$ cat config.mk
export PLATFORM = sky130hd
export DESIGN_NAME = hls_run_sequencer_flat
export DESIGN_NICKNAME = d
export VERILOG_FILES = /design/src/rtl/hls_run_sequencer_pkg.sv /design/src/rtl/hls_run_sequencer_if.sv /design/src/rtl/hls_run_sequencer_done_collector.sv /design/src/rtl/hls_run_sequencer.sv /design/src/flat_wrapper.sv
export SDC_FILE = /design/constraint.sdc
export NUM_CORES = 1
export LEC_CHECK = 0
export ABC_AREA = 1
export CORE_UTILIZATION = 35
export DETAILED_ROUTE_END_ITERATION = 8
export GPL_ROUTABILITY_DRIVEN = 0
export SYNTH_ARGS = -nofsm -noshare
export SYNTH_HDL_FRONTEND = slang
export SYNTH_HIERARCHICAL = 1
export SYNTH_SLANG_ARGS = --single-unit
$ cat constraint.sdc
create_clock -name clock -period 1.85 [get_ports clock]
set_clock_uncertainty 0.05 [all_clocks]
set_input_delay 0.2775 -clock clock [delete_from_list [all_inputs] [get_ports clock]]
set_output_delay 0.2775 -clock clock [all_outputs]
set_load 0.03 [all_outputs]
$ cat src/rtl/hls_run_sequencer_pkg.sv
// Shared types for the HLS run sequencer: FSM state encoding and result status codes.
package hls_run_pkg;

   typedef enum logic [2:0] {
      S_IDLE   = 3'd0,
      S_KRST   = 3'd1,
      S_START  = 3'd2,
      S_RUN    = 3'd3,
      S_REPORT = 3'd4,
      S_FINISH = 3'd5
   } state_t;

   localparam logic [1:0] ST_PASS      = 2'd0;
   localparam logic [1:0] ST_FAIL      = 2'd1;
   localparam logic [1:0] ST_TIMEOUT   = 2'd2;
   localparam logic [1:0] ST_UNCHECKED = 2'd3;

endpackage

$ cat src/rtl/hls_run_sequencer_if.sv
// Result record stream of the HLS run sequencer (valid/ready with payload).
interface hls_run_sequencer_if #(
   parameter int CNT_W = 32,
   parameter int RUN_W = 8
);
   logic             res_valid;
   logic             res_ready;
   logic [1:0]       res_status;
   logic [CNT_W-1:0] res_cycles;
   logic [RUN_W-1:0] res_run_idx;

   modport master (
      output res_valid, res_status, res_cycles, res_run_idx,
      input  res_ready
   );

   modport slave (
      input  res_valid, res_status, res_cycles, res_run_idx,
      output res_ready
   );
endinterface

$ cat src/rtl/hls_run_sequencer_done_collector.sv
// Sticky per-channel done/fail collector for the run sequencer.
// Optional macro HLS_RUN_CHECK_EN enables the sticky fail bits driven by check_fail.
module hls_done_collector #(
   parameter int NUM_CH = 1
) (
   input  logic              clock,
   input  logic              reset,
   input  logic              clr,
   input  logic              en,
   input  logic [NUM_CH-1:0] done_port,
   input  logic [NUM_CH-1:0] check_fail,
   output logic              all_done,
   output logic              any_fail
);

   logic [NUM_CH-1:0] done_q;
   logic [NUM_CH-1:0] done_in;

   // only the first done on a channel counts; later pulses are absorbed by done_q
   assign done_in  = done_port & {NUM_CH{en}};
   assign all_done = &(done_q | done_in);

   // sticky done bits, cleared when a new run is launched
   always_ff @(posedge clock or negedge reset) begin
      if (!reset) begin
         done_q <= '0;
      end else if (clr) begin
         done_q <= '0;
      end else begin
         done_q <= done_q | done_in;
      end
   end

`ifdef HLS_RUN_CHECK_EN
   logic [NUM_CH-1:0] fail_q;
   logic [NUM_CH-1:0] fail_in;

   assign fail_in  = done_in & ~done_q & check_fail;
   assign any_fail = |(fail_q | fail_in);

   // sticky fail bits, captured only alongside a channel's first done
   always_ff @(posedge clock or negedge reset) begin
      if (!reset) begin
         fail_q <= '0;
      end else if (clr) begin
         fail_q <= '0;
      end else begin
         fail_q <= fail_q | fail_in;
      end
   end
`else
   logic unused_check_fail;

   assign unused_check_fail = ^check_fail;
   assign any_fail          = 1'b0;
`endif

endmodule

$ cat src/rtl/hls_run_sequencer.sv
// Run controller for Bambu HLS kernels: resets, starts and times NUM_CH kernels
// for a programmed number of runs and streams one result record per run.
// Optional macro HLS_RUN_CHECK_EN: report PASS/FAIL from check_fail instead of UNCHECKED.
//
//  state    | meaning
//  ---------+-----------------------------------------------------------
//  S_IDLE   | waiting for go, kernels released (kernel_reset=1)
//  S_KRST   | kernels held in reset for RST_CYCLES cycles
//  S_START  | one-cycle start pulse, cycle counter = 1
//  S_RUN    | counting cycles until all channels done or timeout
//  S_REPORT | result record offered until accepted
//  S_FINISH | one-cycle seq_done pulse, then back to idle
module hls_run_sequencer
   import hls_run_pkg::*;
#(
   parameter int NUM_CH     = 1,
   parameter int CNT_W      = 32,
   parameter int RUN_W      = 8,
   parameter int TIMEOUT    = 200000000,
   parameter int RST_CYCLES = 2
) (
   input  logic              clock,
   input  logic              reset,
   input  logic              go,
   input  logic [RUN_W-1:0]  num_runs,
   output logic              kernel_reset,
   output logic [NUM_CH-1:0] start_port,
   input  logic [NUM_CH-1:0] done_port,
   input  logic [NUM_CH-1:0] check_fail,
   output logic              busy,
   output logic              seq_done,
   hls_run_sequencer_if.master res
);

   localparam int KRST_W = (RST_CYCLES > 1) ? $clog2(RST_CYCLES) : 1;
   localparam logic [KRST_W-1:0] KRST_LOAD = KRST_W'(RST_CYCLES - 1);
   localparam logic [CNT_W-1:0]  TIMEOUT_C = CNT_W'(TIMEOUT);

   state_t            state_q;
   state_t            state_d;
   logic [KRST_W-1:0] krst_cnt_q;
   logic [CNT_W-1:0]  cnt_q;
   logic [RUN_W-1:0]  num_runs_q;
   logic [RUN_W-1:0]  run_idx_q;
   logic              abort_q;
   logic              kernel_reset_q;
   logic [1:0]        res_status_q;
   logic [CNT_W-1:0]  res_cycles_q;

   logic              latch_go;
   logic              cap_done;
   logic              cap_tmo;
   logic              next_run;
   logic              last_run;
   logic              collecting;
   logic              enter_start;
   logic              all_done;
   logic              any_fail;
   logic [1:0]        ok_status;

   assign last_run    = (run_idx_q == num_runs_q - 1'b1);
   assign collecting  = (state_q == S_START) || (state_q == S_RUN);
   assign enter_start = (state_d == S_START);

`ifdef HLS_RUN_CHECK_EN
   assign ok_status = any_fail ? ST_FAIL : ST_PASS;
`else
   logic unused_any_fail;

   assign unused_any_fail = any_fail;
   assign ok_status       = ST_UNCHECKED;
`endif

   hls_done_collector #(.NUM_CH(NUM_CH)) u_done_collector (
      .clock      (clock),
      .reset      (reset),
      .clr        (enter_start),
      .en         (collecting),
      .done_port  (done_port),
      .check_fail (check_fail),
      .all_done   (all_done),
      .any_fail   (any_fail)
   );

   // state register
   always_ff @(posedge clock or negedge reset) begin
      if (!reset) begin
         state_q <= S_IDLE;
      end else begin
         state_q <= state_d;
      end
   end

   // next-state decode; completion is checked before timeout so it wins a tie
   always_comb begin
      state_d  = state_q;
      latch_go = 1'b0;
      cap_done = 1'b0;
      cap_tmo  = 1'b0;
      next_run = 1'b0;
      case (state_q)
         S_IDLE: begin
            if (go) begin
               latch_go = 1'b1;
               state_d  = S_KRST;
            end
         end
         S_KRST: begin
            if (krst_cnt_q == '0) begin
               state_d = S_START;
            end
         end
         S_START, S_RUN: begin
            if (all_done) begin
               cap_done = 1'b1;
               state_d  = S_REPORT;
            end else if (cnt_q >= TIMEOUT_C) begin
               cap_tmo = 1'b1;
               state_d = S_REPORT;
            end else begin
               state_d = S_RUN;
            end
         end
         S_REPORT: begin
            if (res.res_ready) begin
               if (abort_q || last_run) begin
                  state_d = S_FINISH;
               end else begin
                  next_run = 1'b1;
                  state_d  = S_KRST;
               end
            end
         end
         S_FINISH: state_d = S_IDLE;
         default:  state_d = S_IDLE;
      endcase
   end

   // kernel reset is registered so it drops low in step with KRST and asserts on async reset
   always_ff @(posedge clock or negedge reset) begin
      if (!reset) begin
         kernel_reset_q <= 1'b0;
      end else begin
         kernel_reset_q <= (state_d != S_KRST);
      end
   end

   // KRST down-counter and saturating run cycle counter
   always_ff @(posedge clock or negedge reset) begin
      if (!reset) begin
         krst_cnt_q <= '0;
         cnt_q      <= '0;
      end else begin
         if (state_d == S_KRST && state_q != S_KRST) begin
            krst_cnt_q <= KRST_LOAD;
         end else if (state_q == S_KRST && krst_cnt_q != '0) begin
            krst_cnt_q <= krst_cnt_q - 1'b1;
         end
         if (enter_start) begin
            cnt_q <= CNT_W'(1);
         end else if (collecting && cnt_q != '1) begin
            cnt_q <= cnt_q + 1'b1;
         end
      end
   end

   // sequence bookkeeping and result payload capture
   always_ff @(posedge clock or negedge reset) begin
      if (!reset) begin
         num_runs_q   <= '0;
         run_idx_q    <= '0;
         abort_q      <= 1'b0;
         res_status_q <= ST_PASS;
         res_cycles_q <= '0;
      end else begin
         if (latch_go) begin
            num_runs_q <= (num_runs == '0) ? RUN_W'(1) : num_runs;
            run_idx_q  <= '0;
            abort_q    <= 1'b0;
         end
         if (next_run) begin
            run_idx_q <= run_idx_q + 1'b1;
         end
         if (cap_done) begin
            res_status_q <= ok_status;
            res_cycles_q <= cnt_q;
         end
         if (cap_tmo) begin
            res_status_q <= ST_TIMEOUT;
            res_cycles_q <= TIMEOUT_C;
            abort_q      <= 1'b1;
         end
      end
   end

   assign kernel_reset    = kernel_reset_q;
   assign start_port      = {NUM_CH{state_q == S_START}};
   assign busy            = (state_q != S_IDLE);
   assign seq_done        = (state_q == S_FINISH);
   assign res.res_valid   = (state_q == S_REPORT);
   assign res.res_status  = res_status_q;
   assign res.res_cycles  = res_cycles_q;
   assign res.res_run_idx = run_idx_q;

endmodule

$ cat src/flat_wrapper.sv
// flat-port wrapper written by rule: the top's interface ports become plain ports
module hls_run_sequencer_flat import hls_run_pkg::*;
#(
   parameter int NUM_CH     = 1,
   parameter int CNT_W      = 32,
   parameter int RUN_W      = 8,
   parameter int TIMEOUT    = 200000000,
   parameter int RST_CYCLES = 2
)
  (clock, reset, go, num_runs, kernel_reset, start_port, done_port, check_fail, busy, seq_done, res_res_valid, res_res_status, res_res_cycles, res_res_run_idx, res_res_ready);
  hls_run_sequencer_if #(.CNT_W(CNT_W), .RUN_W(RUN_W)) res_i ();
  input  logic clock;
  input  logic reset;
  input  logic go;
  input  logic [RUN_W-1:0] num_runs;
  output logic kernel_reset;
  output logic [NUM_CH-1:0] start_port;
  input  logic [NUM_CH-1:0] done_port;
  input  logic [NUM_CH-1:0] check_fail;
  output logic busy;
  output logic seq_done;
  output wire logic [$bits(res_i.res_valid)-1:0] res_res_valid;
  output wire logic [$bits(res_i.res_status)-1:0] res_res_status;
  output wire logic [$bits(res_i.res_cycles)-1:0] res_res_cycles;
  output wire logic [$bits(res_i.res_run_idx)-1:0] res_res_run_idx;
  input wire logic [$bits(res_i.res_ready)-1:0] res_res_ready;
  assign res_res_valid = res_i.res_valid;
  assign res_res_status = res_i.res_status;
  assign res_res_cycles = res_i.res_cycles;
  assign res_res_run_idx = res_i.res_run_idx;
  assign res_i.res_ready = res_res_ready;
  hls_run_sequencer #(.NUM_CH(NUM_CH), .CNT_W(CNT_W), .RUN_W(RUN_W), .TIMEOUT(TIMEOUT), .RST_CYCLES(RST_CYCLES)) u_core (.clock(clock), .reset(reset), .go(go), .num_runs(num_runs), .kernel_reset(kernel_reset), .start_port(start_port), .done_port(done_port), .check_fail(check_fail), .busy(busy), .seq_done(seq_done), .res(res_i));
endmodule
Yosys cells after proc, flatten, opt, wreduce, memory -nomap -nowiden
Cells that the tools add are included.
{"block": "totals", "word_cells": 73, "register_bits": 89}
{"block": "op_classes", "bitwise": 2, "eq_ne": 11, "n_mux": 31, "order_cmp": 1, "reduce_logical": 14, "n_addsub": 4}
{"op": "32-bit 2-to-1 mux", "count": 4}
{"op": "32-bit by 1-bit adder with 32-bit output, second input constant", "count": 1}
{"op": "32-bit by 28-bit >= comparator with 1-bit output, second input constant", "count": 1}
{"op": "32-bit != test, second input constant", "count": 1}
{"op": "8-bit 2-to-1 mux", "count": 3}
{"op": "3-bit 2-to-1 mux", "count": 6}
{"op": "1-bit 2-to-1 mux", "count": 15}
{"op": "3-bit one-hot mux with 4 select lines", "count": 1}
{"op": "2-bit nonzero test", "count": 5}
{"op": "3-bit by 2-bit == test with 1-bit output, second input constant", "count": 3}
{"op": "8-bit by 1-bit adder with 8-bit output, second input constant", "count": 1}
{"op": "8-bit == test", "count": 1}
{"op": "8-bit logical NOT", "count": 1}
{"op": "8-bit by 1-bit subtractor with 8-bit output, second input constant", "count": 1}
{"op": "3-bit by 1-bit == test with 1-bit output, second input constant", "count": 2}
{"op": "3-bit == test, second input constant", "count": 2}
{"op": "3-bit by 1-bit != test with 1-bit output, second input constant", "count": 2}
{"op": "2-bit 2-to-1 mux", "count": 2}
{"op": "1-bit logical AND", "count": 3}
{"op": "3-bit logical NOT", "count": 1}
{"op": "3-bit nonzero test", "count": 1}
{"op": "1-bit logical OR", "count": 2}
{"op": "2-bit OR reduction", "count": 1}
{"op": "1-bit bitwise AND", "count": 1}
{"op": "other kinds (2)", "count": 2}

Longest topological paths before layout
{"block": "depth", "word_depth": 9, "depth_mapped": 15, "mapped_depth_nobuf": 15}

Hierarchy
Netlist, hierarchy kept.
{"module": "hls_run_sequencer", "cells_each": 599, "instances": 1, "area_each_um2": 4752.1}
{"module": "hls_done_collector", "cells_each": 7, "instances": 1, "area_each_um2": 56.3}

Worst setup path before layout
No wires, ideal clock.
{"block": "synth_timing", "kind": "reg-to-reg", "start": "register u_core.num_runs_q[0]", "end": "register u_core.run_idx_q[2] (netlist: u_core/res.res_run_idx[2])", "setup_ns": 0.127, "path_buffers": 0, "synth_period_minus_slack_ns": 1.723, "path_stages_with_launch": 15, "arrival_time_ns": 1.546, "setup_slack_ns": 0.127, "path_cell_list": "dfrtp_1 -> inv_1 -> ha_1 -> inv_1 -> nand2_1 -> nand2_1 -> nand2_1 -> nor2_1 -> nand3_1 -> nor2_1 -> nand2_1 -> nand3_2 -> inv_1 -> nand3_1 -> o21ai_0"}
{"block": "synth_between", "elab_chain_cells": 7}
{"item": "start, declared", "line": "hls_run_sequencer.sv:43", "rtl": "logic [RUN_W-1:0] num_runs_q;"}
{"item": "start signal, assigned", "line": "hls_run_sequencer.sv:177", "rtl": "num_runs_q <= (num_runs == '0) ? RUN_W'(1) : num_runs;"}
{"item": "8-bit by 1-bit subtractor with 8-bit output (*)", "line": "hls_run_sequencer.sv:61", "rtl": "assign last_run = (run_idx_q == num_runs_q - 1'b1);"}
{"item": "8-bit == test (*)", "line": "hls_run_sequencer.sv:61"}
{"item": "1-bit logical OR (*)", "line": "hls_run_sequencer.sv:126", "rtl": "if (abort_q || last_run) begin"}
{"item": "1-bit 2-to-1 mux (*)", "line": "hls_run_sequencer.sv:126"}
{"item": "1-bit 2-to-1 mux (*)", "line": "hls_run_sequencer.sv:125", "rtl": "if (res.res_ready) begin"}
{"item": "1-bit 2-to-1 mux (*)", "line": "hls_run_sequencer.sv:101", "rtl": "case (state_q)"}
{"item": "8-bit 2-to-1 mux / 2-bit nonzero test (equally long branches)"}
{"item": "end signal, assigned", "line": "hls_run_sequencer.sv:182", "rtl": "run_idx_q <= run_idx_q + 1'b1;"}
{"item": "end, declared", "line": "hls_run_sequencer.sv:44", "rtl": "logic [RUN_W-1:0] run_idx_q;"}
Every way passes the cells marked *; elsewhere a longest branch is shown, timed or not.
A chain may end at the register's enable or synchronous reset.

Worst setup path in the final report
{"block": "layout_timing", "start": "register u_core.cnt_q[28]", "end": "register u_core.res_status_q[1] (netlist: u_core/res.res_status[1])"}
{"block": "layout_between", "elab_chain_cells": 5}
{"item": "start, declared", "line": "hls_run_sequencer.sv:42", "rtl": "logic [CNT_W-1:0] cnt_q;"}
{"item": "start signal, assigned", "line": "hls_run_sequencer.sv:162", "rtl": "cnt_q <= cnt_q + 1'b1;"}
{"item": "32-bit by 28-bit >= comparator with 1-bit output (*)", "line": "hls_run_sequencer.sv:117", "rtl": "end else if (cnt_q >= TIMEOUT_C) begin"}
{"item": "1-bit 2-to-1 mux (*)", "line": "hls_run_sequencer.sv:117"}
{"item": "1-bit 2-to-1 mux (*)", "line": "hls_run_sequencer.sv:114", "rtl": "if (all_done) begin"}
{"item": "1-bit 2-to-1 mux (*)", "line": "hls_run_sequencer.sv:101"}
{"item": "2-bit 2-to-1 mux / 2-bit nonzero test (equally long branches)"}
{"item": "end signal, assigned", "line": "hls_run_sequencer.sv:185", "rtl": "res_status_q <= ok_status;"}
{"item": "end, declared", "line": "hls_run_sequencer.sv:47", "rtl": "logic [1:0] res_status_q;"}
Marked as above.

==> flow_metrics.env <==
export IMPL_status="complete, no violations"
export IMPL_slew_headroom=0.7236
export IMPL_hold_class="in -> async"
export IMPL_start_util=0.3608
export IMPL_drv_slew=0
export IMPL_avgSynthCellArea_sq_um=7.942
export IMPL_synth_nets=622
export IMPL_multi_input_area_sq_mm=0.002490
export IMPL_core_sq_mm=0.01330
export IMPL_port_buffers=59
export IMPL_grt_max_degree=44
export IMPL_cts_tree="built"
export IMPL_wl_per_cell_um=14.70
export IMPL_worstPathRequired_ns=2.04
export IMPL_clk_pin_slew_ns=0.06
export IMPL_critPathArrivalTime_ns=1.99
export IMPL_track_usage=0.1943
export IMPL_diodes=0
export IMPL_path_cells="inv_2, nand4_1, or2_1, a21oi_2, nand3_2, nand2_8, inv_6, or2_1"
export IMPL_clk_path_buf_depth=2
export IMPL_wl_met3_um=656
export IMPL_io_pins=61
export IMPL_p_clk_frac=0.223
export IMPL_grt_first_pass_wirelength_um=21640
export IMPL_antenna_found_initial=0
export IMPL_cap_viol_max_count=0
export IMPL_dp_hpwl_um=9594
export IMPL_finalSetupViolations=0
export IMPL_period_needed_ns=1.804
export IMPL_placed_cells_incl_taps=878
export IMPL_finalNonFillerCells=905
export IMPL_fmax_mhz=554.3
export IMPL_grt_pass1_vias=4514
export IMPL_comb_power_share=0.446
export IMPL_drt_iter0_markers=240
export IMPL_hold_viol_final=0
export IMPL_worst_slack_ns=0.04593
export IMPL_worst_path_largest_cell_delay_ns=0.39
export IMPL_switching_share=0.3990
export IMPL_fillCellCount=1302
export IMPL_drc=0
export IMPL_netSwitchingPower_mw=3.110
export IMPL_rsz0062_at_grt="true"
export IMPL_die_y_um=119.1
export IMPL_worstSetupPathType="reg -> reg"
export IMPL_dr_pass1_iters=5
export IMPL_vdd_drop_max_uv=917.6
export IMPL_leakage_nw=3.040
export IMPL_synth_area_sq_mm=0.004797
export IMPL_antenna_left=0
export IMPL_p_int_mw=4.684
export IMPL_syn_instance_count=604
export IMPL_via_per_inst=4.909
export IMPL_htree_levels=3
export IMPL_syn2layout_area_growth_pct=38.76
export IMPL_crit_top_cell="or2_1"
export IMPL_seqCellArea_sq_mm=0.002230
export IMPL_wl_met1_um=5842
export IMPL_nets=742
export IMPL_final_common_cell="nand2_1"
export IMPL_dr_wl_met2_um=6520
export IMPL_cellPowerDensity_mw_per_mm2=1171
export IMPL_crit_fanout=13
export IMPL_preCtsSetupSlack_ns=-0.05699
export IMPL_clk_latency_ns=0.35
export IMPL_fin_crit_sh=0.9752
export IMPL_critPathSlowestCell="dfrtp_1"
export IMPL_vias=4443
export IMPL_dieArea_sq_mm=0.01418
export IMPL_final_cell_mix="nand2_1 (135), dfrtp_1 (87), inv_1 (63), nor2_1 (57), buf_4 (56)"
export IMPL_startpoint_type="flip-flop"
export IMPL_wirelength_um=13310
export IMPL_num_rows=42
export IMPL_pwr_share_seq=0.332
export IMPL_worstMarginPinSlew_ns=0.4107
export IMPL_clock_sinks=89
export IMPL_cts_made_buffers=9
export IMPL_cts_root_buf="clkbuf_16"
export IMPL_overflow=0
export IMPL_ys_warn_count=6
export IMPL_die_x_um=119.1
export IMPL_dr_max_layer_used="met4"
export IMPL_drive_gt1_frac=0.2524
export IMPL_end_kind="flip-flop"
worst max-delay path, delay by kind of cell, from the launching register on:
kind                   cells  cell delay [ns]
AND/OR/NAND/NOR            5             0.91
flip-flops                 1             0.39
AO/OA/AOI/OAI              1             0.17
buffers and inverters      2             0.17
power groups by stage:
stage               combinational, mW  sequential [mW]  clock [mW]
floorplan                        1.52             2.95           0
global placement                 3.04             2.60           0
detailed placement               3.09             2.61           0
CTS                              3.11             2.58        1.79
global route                     3.80             2.63        1.87
finish                           3.47             2.59        1.73
state kept, by name, summed over array words and instances, names as in the netlist:
name	flops
u_core/res.res_run_idx	8
u_core/res.res_cycles	32
u_core/krst_cnt_q	1
u_core/num_runs_q	8
u_core/kernel_reset	1
u_core/u_done_collector/done_q	1
u_core/cnt_q	32
u_core/state_q	3
u_core/res.res_status	2
u_core/abort_q	1
through the flow:
stage / util / cell area (sq um) / TNS [ns] / hold slack, ns / power, mW
4_1_cts: 0.4697 / 6245 / 0 / 0.3307 / 7.477
6_report: 0.5007 / 6656 / 0 / 0.3219 / 7.795
3_3_place_gp: 0.4475 / 5949 / -0.01281 / 0.1519 / 5.641
2_1_floorplan: - / 4797 / 0 / -0.06809 / 4.472
5_1_grt: 0.5007 / 6656 / -1.299 / 0.3557 / 8.301
3_5_place_dp: 0.4475 / 5949 / -0.1364 / 0.1562 / 5.701
layer usage:
layer / vias to the layer above / global-route usage
li1: 2194 / -
met1: 2120 / 0.2430
met2: 110 / 0.3263
met3: 19 / 0.04646
met4: 0 / 0.06725
met5: - / 0
path summary, 6_finish.rpt:
check	startpoint	endpoint	slack (ns)	depth (start not counted)
max	u_core/cnt_q[28]	u_core/res.res_status[1]	0.05	8
min	reset	u_core/res.res_status[0]	0.32	2
max reg2reg	u_core/cnt_q[28]	u_core/res.res_status[1]	0.05	8
min reg2reg	u_core/res.res_status[1]	u_core/res.res_status[1]	0.41	1
max in group asynchronous	reset	u_core/cnt_q[13]	0.87	3
min in group clock	u_core/res.res_status[1]	u_core/res.res_status[1]	0.41	1
final cells by class:
type	instances	share of cell area
multi-input cells	426	0.3741
flip-flops and latches	89	0.3350
repair buffers	120	0.1699
inverters	78	0.04549
clock buffers	11	0.03797
well taps	176	0.03308
clock inverters	5	0.004511
timing repair:
action	in CTS	in global routing
setup endpoints to repair	11	73
pin swaps	0	22
gates cloned	0	3
hold buffers	1	0
buffers inserted	0	7
hold endpoints to repair	20	0
gates resized for setup	9	86
No activity file was read; power rests on OpenSTA's default activity.
